<file path="src/rtl/adc_emu.sv">
// adc_emu: emulates a serial ADC. A free-running period counter produces
// conversion ticks; each tick launches a 16-bit frame that an external reader
// clocks out MSB-first with its own SCLK. nDRDY is strobed low for the first
// few cycles of each frame.
module adc_emu #(
   parameter int CONV_PERIOD   = 1024,
   parameter int DRDY_WIDTH    = 4,
   parameter int FRAME_TIMEOUT = 512
) (
   input  logic        clk,
   input  logic        reset,
   input  logic [15:0] data_in,
   input  logic        load,
   output logic        ready,
   input  logic        SCLK,
   input  logic        nCS,
   output logic        SDOUT,
   output logic        nDRDY,
   output logic        busy,
   output logic        underrun,
   output logic        missed,
   output logic        timeout
);

   typedef enum logic {IDLE = 1'b0, FRAME = 1'b1} state_t;

   localparam logic [15:0] PER_LAST = 16'(CONV_PERIOD - 1);
   localparam logic [15:0] DRDY_W   = 16'(DRDY_WIDTH);
   localparam logic [15:0] TO_LAST  = 16'(FRAME_TIMEOUT - 1);

   state_t      r_state;
   state_t      w_state_nxt;
   logic [15:0] r_per_cnt;
   logic        r_tick;
   logic [2:0]  r_sclk_s;
   logic [1:0]  r_ncs_s;
   logic [15:0] r_hold;
   logic        r_ready;
   logic [15:0] r_shift;
   logic [4:0]  r_bit_cnt;
   logic [15:0] r_frm_cnt;
   logic        r_underrun;
   logic        r_missed;
   logic        r_timeout;

   logic        w_sclk_rise;
   logic        w_sclk_fall;
   logic        w_ncs_hi;
   logic        w_in_frame;
   logic        w_idle_tick;
   logic        w_done;
   logic        w_to;
   logic        w_to_evt;

   assign w_sclk_rise = r_sclk_s[1] & ~r_sclk_s[2];
   assign w_sclk_fall = ~r_sclk_s[1] & r_sclk_s[2];
   // Only the level of nCS matters (abort while deselected), so no edge flop.
   assign w_ncs_hi    = r_ncs_s[1];
   assign w_in_frame  = (r_state == FRAME);
   assign w_idle_tick = (r_state == IDLE) && r_tick;
   assign w_done      = (r_bit_cnt == 5'd16);
   assign w_to        = (r_frm_cnt == TO_LAST);
   // Completion and deselect take priority; only a genuine stall reports timeout.
   assign w_to_evt    = w_in_frame && !w_done && !w_ncs_hi && w_to;

   // Conversion period counter; tick is registered so it is high while the count reads 0.
   always_ff @(posedge clk or negedge reset) begin
      if (!reset) begin
         r_per_cnt <= 16'd0;
         r_tick    <= 1'b0;
      end else if (r_per_cnt == PER_LAST) begin
         r_per_cnt <= 16'd0;
         r_tick    <= 1'b1;
      end else begin
         r_per_cnt <= r_per_cnt + 16'd1;
         r_tick    <= 1'b0;
      end
   end

   // Synchronize reader-side SCLK (with edge-detect flop) and nCS into clk.
   always_ff @(posedge clk or negedge reset) begin
      if (!reset) begin
         r_sclk_s <= 3'b000;
         r_ncs_s  <= 2'b00;
      end else begin
         r_sclk_s <= {r_sclk_s[1:0], SCLK};
         r_ncs_s  <= {r_ncs_s[0], nCS};
      end
   end

   // Frame state register.
   always_ff @(posedge clk or negedge reset) begin
      if (!reset) r_state <= IDLE;
      else        r_state <= w_state_nxt;
   end

   // Next-state: ticks start frames; done, deselect or timeout end them.
   always_comb begin
      w_state_nxt = r_state;
      case (r_state)
         IDLE:    if (r_tick) w_state_nxt = FRAME;
         FRAME:   if (w_done || w_ncs_hi || w_to) w_state_nxt = IDLE;
         default: w_state_nxt = IDLE;
      endcase
   end

   // Holding register: a load while empty wins over the tick that empties it.
   // The held word is left in place when consumed, so an underrun resends it.
   always_ff @(posedge clk or negedge reset) begin
      if (!reset) begin
         r_hold  <= 16'd0;
         r_ready <= 1'b1;
      end else if (load && r_ready) begin
         r_hold  <= data_in;
         r_ready <= 1'b0;
      end else if (w_idle_tick) begin
         r_ready <= 1'b1;
      end
   end

   // Shift register, bit counter and frame-age counter.
   always_ff @(posedge clk or negedge reset) begin
      if (!reset) begin
         r_shift   <= 16'd0;
         r_bit_cnt <= 5'd0;
         r_frm_cnt <= 16'd0;
      end else if (w_idle_tick) begin
         r_shift   <= r_hold;
         r_bit_cnt <= 5'd0;
         r_frm_cnt <= 16'd0;
      end else if (w_in_frame) begin
         r_frm_cnt <= r_frm_cnt + 16'd1;
         if (w_sclk_rise && r_bit_cnt < 5'd16) r_bit_cnt <= r_bit_cnt + 5'd1;
         if (w_sclk_fall && r_bit_cnt < 5'd16) r_shift <= {r_shift[14:0], 1'b0};
      end
   end

   // One-cycle status pulses.
   always_ff @(posedge clk or negedge reset) begin
      if (!reset) begin
         r_underrun <= 1'b0;
         r_missed   <= 1'b0;
         r_timeout  <= 1'b0;
      end else begin
         r_underrun <= w_idle_tick && r_ready;
         r_missed   <= w_in_frame && r_tick;
         r_timeout  <= w_to_evt;
      end
   end

   assign ready    = r_ready;
   assign busy     = w_in_frame;
   assign SDOUT    = w_in_frame & r_shift[15];
   assign nDRDY    = !(w_in_frame && (r_frm_cnt < DRDY_W));
   assign underrun = r_underrun;
   assign missed   = r_missed;
   assign timeout  = r_timeout;

endmodule
</file>
<file path="config.mk">
export PLATFORM = sky130hd
export DESIGN_NAME = adc_emu
export DESIGN_NICKNAME = d
export VERILOG_FILES = /design/src/rtl/adc_emu.sv
export SDC_FILE = /design/constraint.sdc
export NUM_CORES = 1
export LEC_CHECK = 0
export ABC_AREA = 1
export ABC_CLOCK_PERIOD_IN_PS = 3800
export CAP_MARGIN = 0
export CORE_MARGIN = 3
export CORE_UTILIZATION = 42
export DETAILED_ROUTE_END_ITERATION = 8
export DONT_BUFFER_PORTS = 1
export MAX_ROUTING_LAYER = met4
export REMOVE_ABC_BUFFERS = 1
export SYNTH_ARGS = -nofsm -noshare
export SYNTH_HDL_FRONTEND = slang
export SYNTH_SLANG_ARGS = --single-unit
export TNS_END_PERCENT = 50
</file>
<file path="constraint.sdc">
create_clock -name clk -period 3.8 [get_ports clk]
set_clock_uncertainty 0.1 [all_clocks]
set_input_delay 0.95 -clock clk [delete_from_list [all_inputs] [get_ports clk]]
set_output_delay 0.95 -clock clk [all_outputs]
set_load 0.01 [all_outputs]
</file>
# ---- After elaboration in Yosys (flattened, before gate mapping)
# Cells that the tools add are included.
dict set report totals {
  register_bits 80
  latchBits 0
  mem_bits_rw 0
  rom_bits 0
  memories 0
}
dict set report op_classes {
  n_addsub 3
  mul 0
  n_div 0
  magnitude_cmp 2
  eq_ne 3
  n_shift 0
  mux 15
  bitwise 6
  reduce_logical 21
}
# cell count
set op_table {}
lappend op_table {{two-way mux 16 bit} 6}
lappend op_table {{adder 16 x 1 -> 16 bit (second input constant)} 2}
lappend op_table {{equality test 16 x 10 -> 1 bit (second input constant)} 1}
lappend op_table {{equality test 16 x 9 -> 1 bit (second input constant)} 1}
lappend op_table {{less-than comparator 16 x 3 -> 1 bit (second input constant)} 1}
lappend op_table {{two-way mux 5 bit} 3}
lappend op_table {{logical AND 1 bit} 10}
lappend op_table {{nonzero test 2 bit} 4}
lappend op_table {{adder 5 x 1 -> 5 bit (second input constant)} 1}
lappend op_table {{equality test 5 bit (second input constant)} 1}
lappend op_table {{less-than comparator 5 bit (second input constant)} 1}
lappend op_table {{two-way mux 1 bit} 5}
lappend op_table {{AND reduction 2 bit} 2}
lappend op_table {{AND 1 bit} 3}
lappend op_table {{logical NOT 1 bit} 3}
lappend op_table {{inverter 1 bit} 3}
lappend op_table {{logical OR 1 bit} 2}
lappend op_table {{case mux 1 bit (2 select lines)} 1}

# ---- Logic depth before layout (Yosys ltp)
# Gate-level depths: netlist (run 1).
dict set report depth {
  ltp_word 6
  ltp_mapped 8
}

# ---- Least setup slack after synthesis (run 1)
# Ideal clock, no wire load.
dict set report synth_path {
  kind {reg-to-output}
  startpoint {register r_state, in the netlist busy}
  endpoint {output port nDRDY}
  arrival_time_ps 847
  path_slack_ps 1903
  path_stages_with_launch 5
  path_cell_list {dfrtp_1 -> buf_6 -> nand2_1 -> nor2_1 -> nand3_1}
}
dict set report synth_via {
  elab_chain_cells 2
}
# element line_no
set synth_rtl {}
lappend synth_rtl {{start, declared} 31} ;# state_t r_state;
lappend synth_rtl {{start signal, assigned} 94} ;# else r_state <= w_state_nxt;
lappend synth_rtl {{logical AND 1 bit} 154} ;# assign nDRDY = !(w_in_frame && (r_frm_cnt < DRDY_W));
lappend synth_rtl {{logical NOT 1 bit} 154}
lappend synth_rtl {{end, declared} 18} ;# output logic nDRDY,
# Every way passes these cells.

# ---- Worst setup path after layout (run 1)
# Ends and elaborated chain as after synthesis.

==> impl_metrics.json, run 1 <==
{
  "outcome": "completed",
  "clkPwrFrac": 0.400,
  "max_freq_mhz": 404,
  "clk_pin_slew_ns": 0.09,
  "num_antenna_cells": 0,
  "ys_warn_count": 0,
  "combinationalPowerShare": 0.041,
  "gp_congestion": 0.897,
  "vdd_drop_max_uv": 220,
  "period_share": 0.652,
  "io_buffers": 0,
  "worstMarginPinSlew_ns": 1.10,
  "ys_types": 31,
  "hold_slack_ns": 0.180,
  "max_slew_margin": 0.268,
  "critPathCaptureType": "primary output",
  "cts_buffers": 9,
  "via_count": 2865,
  "area_growth_pct": 7.31,
  "seq_area_frac_synth": 0.527,
  "rrSetupSlack_ns": 1.68,
  "drv_slew": 0,
  "synth_edf_count": 0,
  "syn_area_per_cell_um2": 8.12,
  "finalPower_mw": 1.66,
  "cp_data_arrival_time_ns": 1.43,
  "start_kind": "flop",
  "hpwlAfterDp_um": 4860,
  "rsz0062_at_grt": "false",
  "finalSetupTns_ns": 0,
  "grt_pass1_vias": 2755,
  "route.detailed.drc": 0,
  "ctsResizeCount": 0,
  "start_util": 0.434,
  "powerDensity_nw_per_um2": 408,
  "intPower_mw": 1.27,
  "synth_ff_type": "dfrtp_1",
  "die_h_um": 101,
  "hold_path.class": "in2async",
  "synth_top_area_frac": 0.520,
  "setup_violations": 0,
  "synthArstFlopShare": 1.00,
  "worstPathCellList": "nand2_1, nor2_1, nand3_1",
  "synth_most_common_cell": "nand2_1",
  "grt-ovfl-total": 0,
  "synth_area_leaders": "dfrtp_1 52%, nand2_1 12%, nor2_1 6.6%",
  "synthCells": 468,
  "critical_path.max_fanout": 13,
  "antenna_found_initial": 0,
  "wl_per_cell_um": 12.4,
  "drive_gt1_frac": 0.0677,
  "ant_nets": 0,
  "rows": 34,
  "die_area_um2": 10200,
  "finish.net_count": 493,
  "post_cts_buffers": 0,
  "ys_ff_latch": 80,
  "critical-path-max-stage-delay_ns": 0.71,
  "cp_slowest_cell": "dfrtp_1",
  "design.core.area_um2": 8760,
  "crit_type": "reg2out",
  "cts_root_buffer": "clkbuf_8",
  "seqCellArea_um2": 2000,
  "cts_tree": "yes",
  "swShare": 0.239,
  "clock_latency_ns": 0.35,
  "grtUsageTotal": 0.164,
  "fillCellCount": 896,
  "cts.sinks": 80,
  "grt_pass1_wl_um": 12700,
  "vias_per_cell": 4.93,
  "p_switching_mw": 0.397,
  "synth_top_cell_by_area": "dfrtp_1",
  "r2r-start": "busy",
  "hold_viol_final": 0,
  "synth_area_um2": 3800,
  "htree_num_levels": 3,
  "pin_count": 28,
  "drt-total-wl_um": 7220,
  "grt_max_degree": 81,
  "ys_top_cells_by_count": "118 x nand2_1, 79 x dfrtp_1, 67 x nor2_1",
  "cts_buffer_depth": 2,
  "power_leakage_nw": 1.94,
  "crit_required_ns": 2.75,
  "drv_cap": 0,
  "drt_iter0_markers": 131,
  "cts_hold_buf": 0,
  "seqPwrFrac": 0.559,
  "firstDrtPassIters": 4,
  "crit_start": "busy",
  "die-width_um": 101,
  "final.min_clock_period_ns": 2.48,
  "multi_input_area_um2": 1500
}
## worst max-delay path: cells and delay by family (launching register included)
| family | cells | cell delay (ns) |
|---|---|---|
| flip-flops | 1 | 0.71 |
| AND/OR/NAND/NOR | 3 | 0.37 |
## path summary, 6_finish.rpt
| kind | cells after the start | to |
|---|---|---|
| hold reg to reg | 0 | r_sclk_s[1] |
| setup / recovery | 3 | nDRDY |
| hold / removal | 0 | r_sclk_s[1] |
| setup reg to reg | 4 | r_shift[13] |
| min in group clk | 0 | r_sclk_s[1] |
| max in group asynchronous | 0 | ready |
## logic make-up (layout without fill, tap and decap cells)
logic type | Yosys count | in the layout | synth area share
adder cells (fa/ha/maj) | 4 | 4 | 0.0132
AND/OR/NAND/NOR | 236 | 236 | 0.272
flip-flops | 80 | 80 | 0.527
XOR/XNOR | 6 | 6 | 0.0138
AO/OA/AOI/OAI | 71 | 71 | 0.0961
buffers and inverters | 71 | 76 | 0.0783
## final cells by class
class	count	area share
sequential	80	0.491
multi-input combinational	317	0.368
clock buffer	10	0.0337
inverter	60	0.0558
tap	108	0.0331
clock inverter	6	0.0184
## placed cells by master (no fill, tap or decap), drive strengths merged
cell,instances
a21oi,21
a22o,1
bufinv,1
clkbuf,10
clkinv,2
clkinvlp,1
dfrtp,79
dfstp,1
ha,4
inv,62
nand2,122
nand3,26
nand4,8
nor2,73
nor2b,1
nor3,4
nor4,2
o21ai,48
o22ai,1
xnor2,3
xor2,3
## power by group through the flow
stage | Sequential, mW | Clock [mW] | Combinational, mW
final | 0.930 | 0.665 | 0.0685
after global routing | 0.936 | 0.725 | 0.0843
after CTS | 0.930 | 0.692 | 0.0715
after detailed placement | 0.948 | 0 | 0.0703
after global placement | 0.946 | 0 | 0.0673
after floorplan | 0.941 | 0 | 0.0545
## registers in the layout, indices dropped and copies added, names as in the netlist, 2 cells and up
register and flops:
r_bit_cnt 5, r_hold 16, r_ncs_s 2, r_frm_cnt 16, r_per_cnt 16, r_shift 16, r_sclk_s 3
## routing by layer
layer | global-route usage | wire length [µm] | part of all wire
met1 | 0.209 | 3540 | 0.49
met2 | 0.251 | 3360 | 0.47
met3 | 0.0420 | 230 | 0.032
met4 | 0.0675 | 93 | 0.013
met5 | - | 0 | 0
## through the flow
stage               utilization  setup slack, ns  cell area [µm²]  instances
floorplan                     -             1.82             3730        457
global placement          0.441             1.66             3870        565
detailed placement        0.441             1.65             3870        565
CTS                       0.465             1.25             4080        581
global route              0.465             1.16             4080        581
finish                    0.465             1.32             4080        581
Power figures use the tool's default switching activity.
==> inputs of run 2 (changes only) <==
--- a/config.mk
+++ b/config.mk
@@ -6,7 +6,7 @@
 export NUM_CORES = 1
 export LEC_CHECK = 0
 export ABC_AREA = 1
-export ABC_CLOCK_PERIOD_IN_PS = 3800
+export ABC_CLOCK_PERIOD_IN_PS = 2090
 export CAP_MARGIN = 0
 export CORE_MARGIN = 3
 export CORE_UTILIZATION = 42
==> constraint.sdc (replaced) <==
create_clock -name clk -period 2.09 [get_ports clk]
set_clock_uncertainty 0.1 [all_clocks]
set_input_delay 0.5225 -clock clk [delete_from_list [all_inputs] [get_ports clk]]
set_output_delay 0.5225 -clock clk [all_outputs]
set_load 0.01 [all_outputs]
==> run 2 against run 1 <==
The run now ends with negative hold slack left; sequential share of layout area grew 0.18 points; clock power grew 53%; sequential cell count is the same; wire length shrank 3.2%; cell count grew 0.34%; largest cell class unchanged.
==> impl_metrics.json, run 2 (synthesis gave the netlist of run 1 again) <==
{
  "outcome": "finished with violations",
  "violations": "negative hold slack",
  "cp_slowest_cell": "dfrtp_1",
  "grt-ovfl-total": 0,
  "die_h_um": 101,
  "crit_type": "reg2out",
  "cts_buffer_depth": 2,
  "grt_pass1_vias": 2575,
  "cp_data_arrival_time_ns": 1.28,
  "gp_congestion": 0.893,
  "r2r-end": "r_shift[1]",
  "hpwlAfterDp_um": 4830,
  "drv_slew": 0,
  "setup_violations": 0,
  "start_util": 0.434,
  "pin_count": 28,
  "finalSetupTns_ns": 0,
  "drv_cap": 0,
  "most-common-layout-cells": "118 x nand2_1, 79 x dfrtp_1, 67 x nor2_1",
  "powerDensity_nw_per_um2": 698,
  "grtUsageTotal": 0.152,
  "hold_slack_ns": -0.223,
  "swShare": 0.245,
  "max_freq_mhz": 526,
  "path_buf_inv": 0,
  "utilization": 0.464,
  "antenna_found_initial": 0,
  "vias_per_cell": 4.89,
  "crit_required_ns": 1.47,
  "seqPwrFrac": 0.595,
  "clk_pin_slew_ns": 0.08,
  "final.min_clock_period_ns": 1.90,
  "num_antenna_cells": 0,
  "power_leakage_nw": 1.94,
  "period_share": 0.910,
  "max_slew_margin": 0.273,
  "combinationalPowerShare": 0.045,
  "drt-total-wl_um": 6990,
  "final_common_cell": "nand2_1",
  "critPathCaptureType": "primary output",
  "hold_path.class": "in2async",
  "firstDrtPassIters": 4,
  "drt_iter0_markers": 158,
  "rsz0062_at_grt": "false",
  "start_kind": "flop",
  "multi_input_area_um2": 1510,
  "cts_root_buffer": "clkbuf_8",
  "worstMarginPinSlew_ns": 1.09,
  "rows": 34,
  "cts_buffers": 9,
  "fillCellCount": 859,
  "wl_per_cell_um": 12.0,
  "intPower_mw": 2.14,
  "route.detailed.drc": 0,
  "drive_gt1_frac": 0.0737,
  "htree_num_levels": 3,
  "die-width_um": 101,
  "critical_path.max_fanout": 5,
  "ant_nets": 0,
  "vdd_drop_max_uv": 314,
  "via_count": 2848,
  "die_area_um2": 10200,
  "cts_tree": "yes",
  "clkPwrFrac": 0.360,
  "hold_viol_final": 80,
  "r2r-start": "r_sclk_s[1]",
  "critical-path-top-delay-family": "simple AND/OR/NAND/NOR gates",
  "design.core.area_um2": 8760,
  "p_switching_mw": 0.695,
  "io_buffers": 0,
  "worstPathCellList": "nor4_2, nand3_1",
  "critical-path-max-stage-delay_ns": 0.46,
  "r2r_cells": 4,
  "clock_latency_ns": 0.34,
  "cts.sinks": 80,
  "area_growth_pct": 6.91,
  "post_cts_buffers": 0,
  "seqCellArea_um2": 2000,
  "finish.net_count": 495,
  "grt_pass1_wl_um": 11900,
  "rrSetupSlack_ns": 0.28,
  "grt_max_degree": 81
}
==> run 2: metal layers <==
layer  global-route usage  routed length, µm
met3               0.0503                337
met1                0.203               3480
met2                0.224               3140
met5                    -                  0
met4               0.0368                 36
==> run 2: stage by stage <==
stage	total power [mW]	worst slack, ns	hold slack (ns)	cells	area, µm²
after floorplan	1.81	0.316	0.127	457	3730
after global placement	1.84	0.383	0.131	567	3880
after detailed placement	1.85	0.308	0.131	567	3880
after CTS	2.90	0.149	-0.267	583	4060
after global routing	2.99	0.0789	-0.276	583	4060
final	2.83	0.189	-0.223	583	4060
==> run 2: area by class of cell <==
cell class	count	share of cell area
clock inverter	7	0.0129
multi-input combinational	317	0.371
timing repair buffer	2	0.00369
clock buffer	9	0.0305
inverter	60	0.0560
sequential	80	0.493
tap	108	0.0333
==> run 2: what timing repair did <==
item | 4_1_cts | 5_1_grt
endpoints found under the setup margin | 0 | 1
gates resized for setup | 0 | 1
hold endpoints to repair | 80 | 80
==> run 2: how the worst max path moves through the flow <==
stage | from | end | slack [ns] | cells past startpoint
after global routing | r_frm_cnt[7] | nDRDY | 0.08 | 2
after floorplan | busy | r_shift[0] | 0.32 | 3
after global placement | r_sclk_s[1] | r_shift[0] | 0.38 | 4
after CTS | r_frm_cnt[11] | nDRDY | 0.15 | 2
after detailed placement | r_sclk_s[1] | r_shift[1] | 0.31 | 4
final | r_frm_cnt[11] | nDRDY | 0.19 | 2
==> run 2: power by group through the flow <==
stage	registers (mW)	logic (mW)	clock network, mW
2_1_floorplan	1.71	0.0991	0
3_3_place_gp	1.72	0.122	0
6_report	1.69	0.126	1.02
4_1_cts	1.69	0.131	1.08
3_5_place_dp	1.72	0.128	0
5_1_grt	1.70	0.157	1.14
==> inputs of run 3 (changes only) <==
--- a/config.mk
+++ b/config.mk
@@ -14,6 +14,7 @@
 export DONT_BUFFER_PORTS = 1
 export MAX_ROUTING_LAYER = met4
 export REMOVE_ABC_BUFFERS = 1
+export SKIP_LAST_GASP = 1
 export SYNTH_ARGS = -nofsm -noshare
 export SYNTH_HDL_FRONTEND = slang
 export SYNTH_SLANG_ARGS = --single-unit
==> results of run 3 <==
No change in the layout: final DEF, timing and power equal those of run 2.
==> edit 1: new RTL, settings of run 2 <==
Reset style: synchronous (`reset`), changed in 6 clocked blocks.
--- a/src/rtl/adc_emu.sv
+++ b/src/rtl/adc_emu.sv
@@ -64,7 +64,7 @@
    assign w_to_evt    = w_in_frame && !w_done && !w_ncs_hi && w_to;
 
    // Conversion period counter; tick is registered so it is high while the count reads 0.
-   always_ff @(posedge clk or negedge reset) begin
+   always_ff @(posedge clk) begin
       if (!reset) begin
          r_per_cnt <= 16'd0;
          r_tick    <= 1'b0;
@@ -78,7 +78,7 @@
    end
 
    // Synchronize reader-side SCLK (with edge-detect flop) and nCS into clk.
-   always_ff @(posedge clk or negedge reset) begin
+   always_ff @(posedge clk) begin
       if (!reset) begin
          r_sclk_s <= 3'b000;
          r_ncs_s  <= 2'b00;
@@ -89,7 +89,7 @@
    end
 
    // Frame state register.
-   always_ff @(posedge clk or negedge reset) begin
+   always_ff @(posedge clk) begin
       if (!reset) r_state <= IDLE;
       else        r_state <= w_state_nxt;
    end
@@ -106,7 +106,7 @@
 
    // Holding register: a load while empty wins over the tick that empties it.
    // The held word is left in place when consumed, so an underrun resends it.
-   always_ff @(posedge clk or negedge reset) begin
+   always_ff @(posedge clk) begin
       if (!reset) begin
          r_hold  <= 16'd0;
          r_ready <= 1'b1;
@@ -119,7 +119,7 @@
    end
 
    // Shift register, bit counter and frame-age counter.
-   always_ff @(posedge clk or negedge reset) begin
+   always_ff @(posedge clk) begin
       if (!reset) begin
          r_shift   <= 16'd0;
          r_bit_cnt <= 5'd0;
@@ -136,7 +136,7 @@
    end
 
    // One-cycle status pulses.
-   always_ff @(posedge clk or negedge reset) begin
+   always_ff @(posedge clk) begin
       if (!reset) begin
          r_underrun <= 1'b0;
          r_missed   <= 1'b0;
Behaviour: differs if reset is asserted again (counterexample within 4 cycles, from zero or initial values and one cycle with reset low); with reset held inactive, the same outputs for 10 cycles.
==> edit 1 against run 2 <==
Setup slack worse by 0.00080 ns. Register-to-register slack gained 0.16 ns. Power grew 1.5%. Design area shrank 6.4%. Area after synthesis down 6.9%. First-iteration DRC count grew 3.8%. Sequential cell count unchanged. Wire length decreased by 5.3%. Largest cell class is now multi-input gates.
==> edit 1: results (changes against run 2) <==
.. list-table::
   :header-rows: 1

   * - Metric
     - Value
   * - Crit path max fanout
     - 7 (was 5)
   * - Proportion of layout cells with a drive suffix above 1
     - 0.0766 (was 0.0737)
   * - Worst slack at placement
     - 0.332 ns (was 0.308 ns)
   * - Bufs on Longest Clock Path
     - 2 (unchanged)
   * - Outcome
     - complete, no violations (was complete, but fails checks)
   * - Worst Setup Slack, final
     - 0.188 ns (was 0.189 ns)
   * - Via count of the first global-routing pass
     - 2703 (was 2575)
   * - Reg-to-reg slack, setup
     - 0.44 ns (was 0.28 ns)
   * - Worst slew margin relative to its limit
     - 0.647 (was 0.273)
   * - Reported leakage power
     - 1.38 nW (was 1.94 nW)
   * - Worst IR Drop VDD
     - 0.000367 V (was 0.000314 V)
   * - Net total in the final layout
     - 504 (was 495)
   * - DRT met1 WL
     - 3190 um (was 3480 um)
   * - Primary flip-flop cell chosen by synthesis mapping
     - dfxtp_1 (was dfrtp_1)
   * - Fill count
     - 822 (was 859)
   * - Met3 wire len
     - 322 um (was 337 um)
   * - Share of flip-flops with an asynchronous set or reset
     - 0 (was 1.00)
   * - Number of port buffers
     - 0 (unchanged)
   * - Final weighted congestion in routability-driven placement
     - 0.778 (was 0.893)
   * - Final-layout worst hold slack
     - 0.173 ns (was -0.223 ns)
   * - First DRT Iteration DRCs
     - 164 (was 158)
   * - Number of antenna violations at the first check in global routing
     - 0 (unchanged)
   * - Area after DPL
     - 3590 sq um (was 3880 sq um)
   * - First-pass GRT wire length
     - 11600 um (was 11900 um)
   * - Via count
     - 2921 (was 2848)
   * - Router iterations before antenna repair
     - 4 (unchanged)
   * - Most frequent cells after synthesis
     - nand2_1, dfxtp_1, inv_1 (was nand2_1, dfrtp_1, nor2_1)
   * - Pin count of the biggest net entering global routing
     - 34 (was 81)
   * - HPWL reported at the end of detailed placement
     - 4770 um (was 4830 um)
   * - Overall track demand over capacity in global routing
     - 0.149 (was 0.152)
   * - Worst min-delay path category
     - in2reg (was in2async)
   * - Routed length on met2
     - 3020 um (was 3140 um)
   * - Sequential element share of the synthesized area
     - 0.453 (was 0.527)
   * - Largest cells by area after synthesis
     - dfxtp_1, nand2_1, a21oi_1, inv_1, nand3_1 (was dfrtp_1, nand2_1, nor2_1, inv_1, o21ai_0)
==> edit 1: cell types whose count changed in the layout (fill, tap and decap cells not counted), sizes merged, moves of 5 or more <==
cell / before / now
dfxtp: 0 / 80
dfrtp: 79 / 0
a21oi: 21 / 49
nor2: 73 / 52
nand2: 122 / 103
nand3: 26 / 41
o21ai: 48 / 38
nor3: 4 / 10
xnor2: 3 / 8
==> edit 1: cell families (layout without fill, tap and decap cells) <==
group	count (synthesis)	count (layout)	share of synthesized area
AND/OR/NAND/NOR	219	219	0.279
AO/OA/AOI/OAI	90	90	0.129
flip-flops	80	80	0.453
buffers and inverters	76	77	0.0930
XOR/XNOR	13	13	0.0322
adder cells (fa/ha/maj)	4	4	0.0141
==> edit 1: final timing paths <==
check	endpoint	startpoint	cells after the start
min reg2reg	r_sclk_s[1]$_SDFF_PN0_	r_sclk_s[0]$_SDFF_PN0_	2
max reg2reg	r_bit_cnt[1]$_SDFFE_PP0P_	busy$_SDFF_PN0_	6
min	r_sclk_s[0]$_SDFF_PN0_	SCLK	2
max	nDRDY	busy$_SDFF_PN0_	3
==> edit 1: stage by stage <==
step           utilization  instances
5_1_grt              0.477        585
3_3_place_gp         0.451        570
4_1_cts              0.477        585
3_5_place_dp         0.451        570
6_report             0.477        585
2_1_floorplan            -        465
==> edit 1: area by class of cell <==
type	instances	share of cell area
Multi-Input combinational cell	326	0.423
Clock buffer	9	0.0326
Clock inverter	6	0.0224
Timing Repair Buffer	3	0.00921
Inverter	59	0.0582
Sequential cell	80	0.421
Tap cell	102	0.0336
==> edit 1: worst max-delay path: stages (launching register included) <==
cell	delay (ns)
dfxtp_2	0.41
inv_2	0.09
nor3_1	0.22
nand4_1	0.21
==> edit 1: timing repair <==
action | in CTS | in global routing
resized for setup | 0 | 1
hold endpoints to repair | 0 | 0
setup endpoints to repair | 0 | 1
==> edit 1: per-layer routing <==
layer	vias up	track usage
li1	1546	-
met1	1310	0.178
met2	56	0.245
met3	9	0.0407
met4	0	0.0501
met5	-	-
==> edit 1: power by group <==
part / switching [W] / internal, W
Combinational: 0.0000661 / 0.0000310
Sequential: 0.0000152 / 0.00156
Clock: 0.000541 / 0.000661
Total: 0.000622 / 0.00225
==> edit 2: new RTL, settings of run 2 <==
Made on the original files. Set the parameter `CONV_PERIOD` to 512 (it was 1024).
--- a/src/rtl/adc_emu.sv
+++ b/src/rtl/adc_emu.sv
@@ -3,7 +3,7 @@
 // clocks out MSB-first with its own SCLK. nDRDY is strobed low for the first
 // few cycles of each frame.
 module adc_emu #(
-   parameter int CONV_PERIOD   = 1024,
+   parameter int CONV_PERIOD   = 512,
    parameter int DRDY_WIDTH    = 4,
    parameter int FRAME_TIMEOUT = 512
 ) (
Function: no difference found for any inputs over 10 cycles, from zero or initial values and one cycle with reset low; that may be too few to reach the edited logic, so the function may still have changed.
==> edit 2 against run 2 <==
The flow still finishes with violations (negative hold slack). Area after synthesis down 0.86%. Wire length down 1.4%. Design area down 0.59%. Global-route usage up 0.41 points. Setup slack worse by 0.054 ns. Sequential share of layout area up 0.29 points. Sequential cell count unchanged. Power up 2.8%.
==> edit 2: results (changes against run 2) <==
.. list-table::
   :header-rows: 1

   * - Metric
     - Value
   * - Outcome
     - complete, but fails checks (unchanged)
   * - Failing checks
     - negative hold slack (unchanged)
   * - Number of distinct library cells after synthesis
     - 28 (was 31)
   * - Worst slew margin relative to its limit
     - 0.527 (was 0.273)
   * - Router iterations before antenna repair
     - 4 (unchanged)
   * - Reported leakage power
     - 1.90 nW (was 1.94 nW)
   * - Worst min-delay path category
     - in2async (unchanged)
   * - Share of flip-flops with an asynchronous set or reset
     - 1.00 (unchanged)
   * - Final hold viol count
     - 80 (unchanged)
   * - Number of port buffers
     - 0 (unchanged)
   * - Maximum Capacitance Violations
     - 0 (unchanged)
   * - First DRT Iteration DRCs
     - 125 (was 158)
   * - Via count of the first global-routing pass
     - 2685 (was 2575)
   * - Final-layout worst hold slack
     - -0.229 ns (was -0.223 ns)
   * - Number of antenna violations at the first check in global routing
     - 0 (unchanged)
   * - Net total in the final layout
     - 498 (was 495)
   * - Arrival time at the worst endpoint
     - 1.33 ns (was 1.28 ns)
   * - Antenna diode instance count
     - 0 (unchanged)
   * - Crit path max fanout
     - 3 (was 5)
   * - Via count
     - 2817 (was 2848)
   * - Post-CTS Setup Inserts
     - 0 (unchanged)
   * - Worst IR Drop VDD
     - 0.000564 V (was 0.000314 V)
   * - Final weighted congestion in routability-driven placement
     - 0.834 (was 0.893)
   * - Number of CTS-inserted buffers
     - 9 (unchanged)
   * - Proportion of layout cells with a drive suffix above 1
     - 0.0650 (was 0.0737)
   * - Clock transition at the register clock pins on the worst setup and hold paths after CTS
     - 0.08 ns (about the same)
   * - Overall track demand over capacity in global routing
     - 0.156 (was 0.152)
   * - HPWL reported at the end of detailed placement
     - 4830 um (about the same)
   * - Pin count of the biggest net entering global routing
     - 81 (unchanged)
   * - Post-DR vias/cell
     - 4.84 (was 4.89)
   * - Average wire length per cell after detail routing
     - 11.8 um (was 12.0 um)
   * - Largest cells by area after synthesis
     - dfrtp_1, nand2_1, nor2_1, inv_1, o21ai_0 (unchanged)
   * - Root Driver
     - clkbuf_8 (unchanged)
   * - Sequential element share of the synthesized area
     - 0.532 (was 0.527)
   * - Placed instance count
     - 567 (unchanged)
   * - Most frequent cells after synthesis
     - nand2_1, dfrtp_1, nor2_1 (unchanged)
   * - Max stage delay on crit path
     - 0.39 ns (was 0.46 ns)
   * - Initial standard-cell utilization of the core
     - 0.445 (was 0.434)
   * - Area after DPL
     - 3850 sq um (was 3880 sq um)
   * - Fill count
     - 846 (was 859)
   * - H-tree lvl count
     - 3 (unchanged)
   * - Worst path slowest cell
     - dfrtp_1 (unchanged)
   * - First-pass GRT wire length
     - 12300 um (was 11900 um)
   * - Post-Syn Instances
     - 470 (was 468)
-- edit 2: cell types whose count changed after synthesis, moves of 2 or more --
| cell | run 2 | this run |
|---|---|---|
| buf_4 | 0 | 3 |
| nand2_2 | 0 | 4 |
| xor2_1 | 3 | 5 |
| o21ai_1 | 5 | 2 |
| o21ai_0 | 42 | 45 |
| nor3_1 | 3 | 5 |
| inv_1 | 58 | 64 |
| nand2_4 | 4 | 0 |
| nand2_1 | 118 | 116 |
-- edit 2: per-layer routing --
metal | global-route usage | vias up | routed length (um)
li1 | - | 1471 | -
met1 | 0.222 | 1295 | 3590
met2 | 0.220 | 38 | 2970
met3 | 0.0284 | 13 | 218
met4 | 0.0632 | 0 | 114
met5 | - | - | 0
-- edit 2: layout make-up --
cell class              count  area, sq um  area share
well taps                 105          131      0.0325
clock buffers               9          124      0.0307
flip-flops and latches     80         2000       0.496
repair buffers              4         30.0     0.00743
clock inverters             6         61.3      0.0152
inverters                  65          244      0.0604
multi-input cells         313         1450       0.358
-- edit 2: critical path, delay by kind of cell, from the launching register on --
family / cells / cell delay (ns)
flops: 1 / 0.39
simple gates: 4 / 0.51
buf+inv: 1 / 0.09
-- edit 2: what timing repair did --
item | 4_1_cts | 5_1_grt
resized for setup | 0 | 0
hold endpoints to repair | 80 | 80
endpoints found under the setup margin | 0 | 0
-- edit 2: report_power, final --
group          total [W]  switching, W  internal [W]
Sequential       0.00169     0.0000308       0.00165
Clock            0.00110      0.000557      0.000541
Combinational   0.000131     0.0000853     0.0000452
-- edit 2: stage by stage --
step	setup slack, ns	hold slack [ns]	power, W	utilization
2_1_floorplan	0.241	0.127	0.00181	-
3_3_place_gp	0.441	0.131	0.00184	0.455
3_5_place_dp	0.471	0.129	0.00185	0.455
4_1_cts	0.108	-0.254	0.00296	0.477
5_1_grt	0.0521	-0.258	0.00307	0.477
6_report	0.136	-0.229	0.00291	0.477
-- edit 2: kinds of logic (layout without fill, tap and decap cells) --
kind of cell,Yosys count,after routing,synth area share
simple gates,231,231,0.255
fa+ha+maj,4,4,0.0133
buf+inv,77,84,0.0847
xor+xnor,7,7,0.0163
flops,80,80,0.532
compound gates,71,71,0.0989
-- edit 2: final timing paths --
check                                           from                        to  slack [ns]  cells past startpoint
min in group clk                                 nCS      r_ncs_s[0]$_DFF_PN0_        0.11                      0
hold / removal                                 reset  r_frm_cnt[0]$_DFFE_PN0P_       -0.23                      0
hold reg to reg                r_sclk_s[0]$_DFF_PN0_     r_sclk_s[1]$_DFF_PN0_        0.25                      0
max in group asynchronous                      reset         ready$_DFFE_PN1P_        1.92                      0
setup / recovery           r_frm_cnt[13]$_DFFE_PN0P_                     nDRDY        0.14                      5
setup reg to reg              r_per_cnt[0]$_DFF_PN0_    r_per_cnt[9]$_DFF_PN0_        0.46                      6
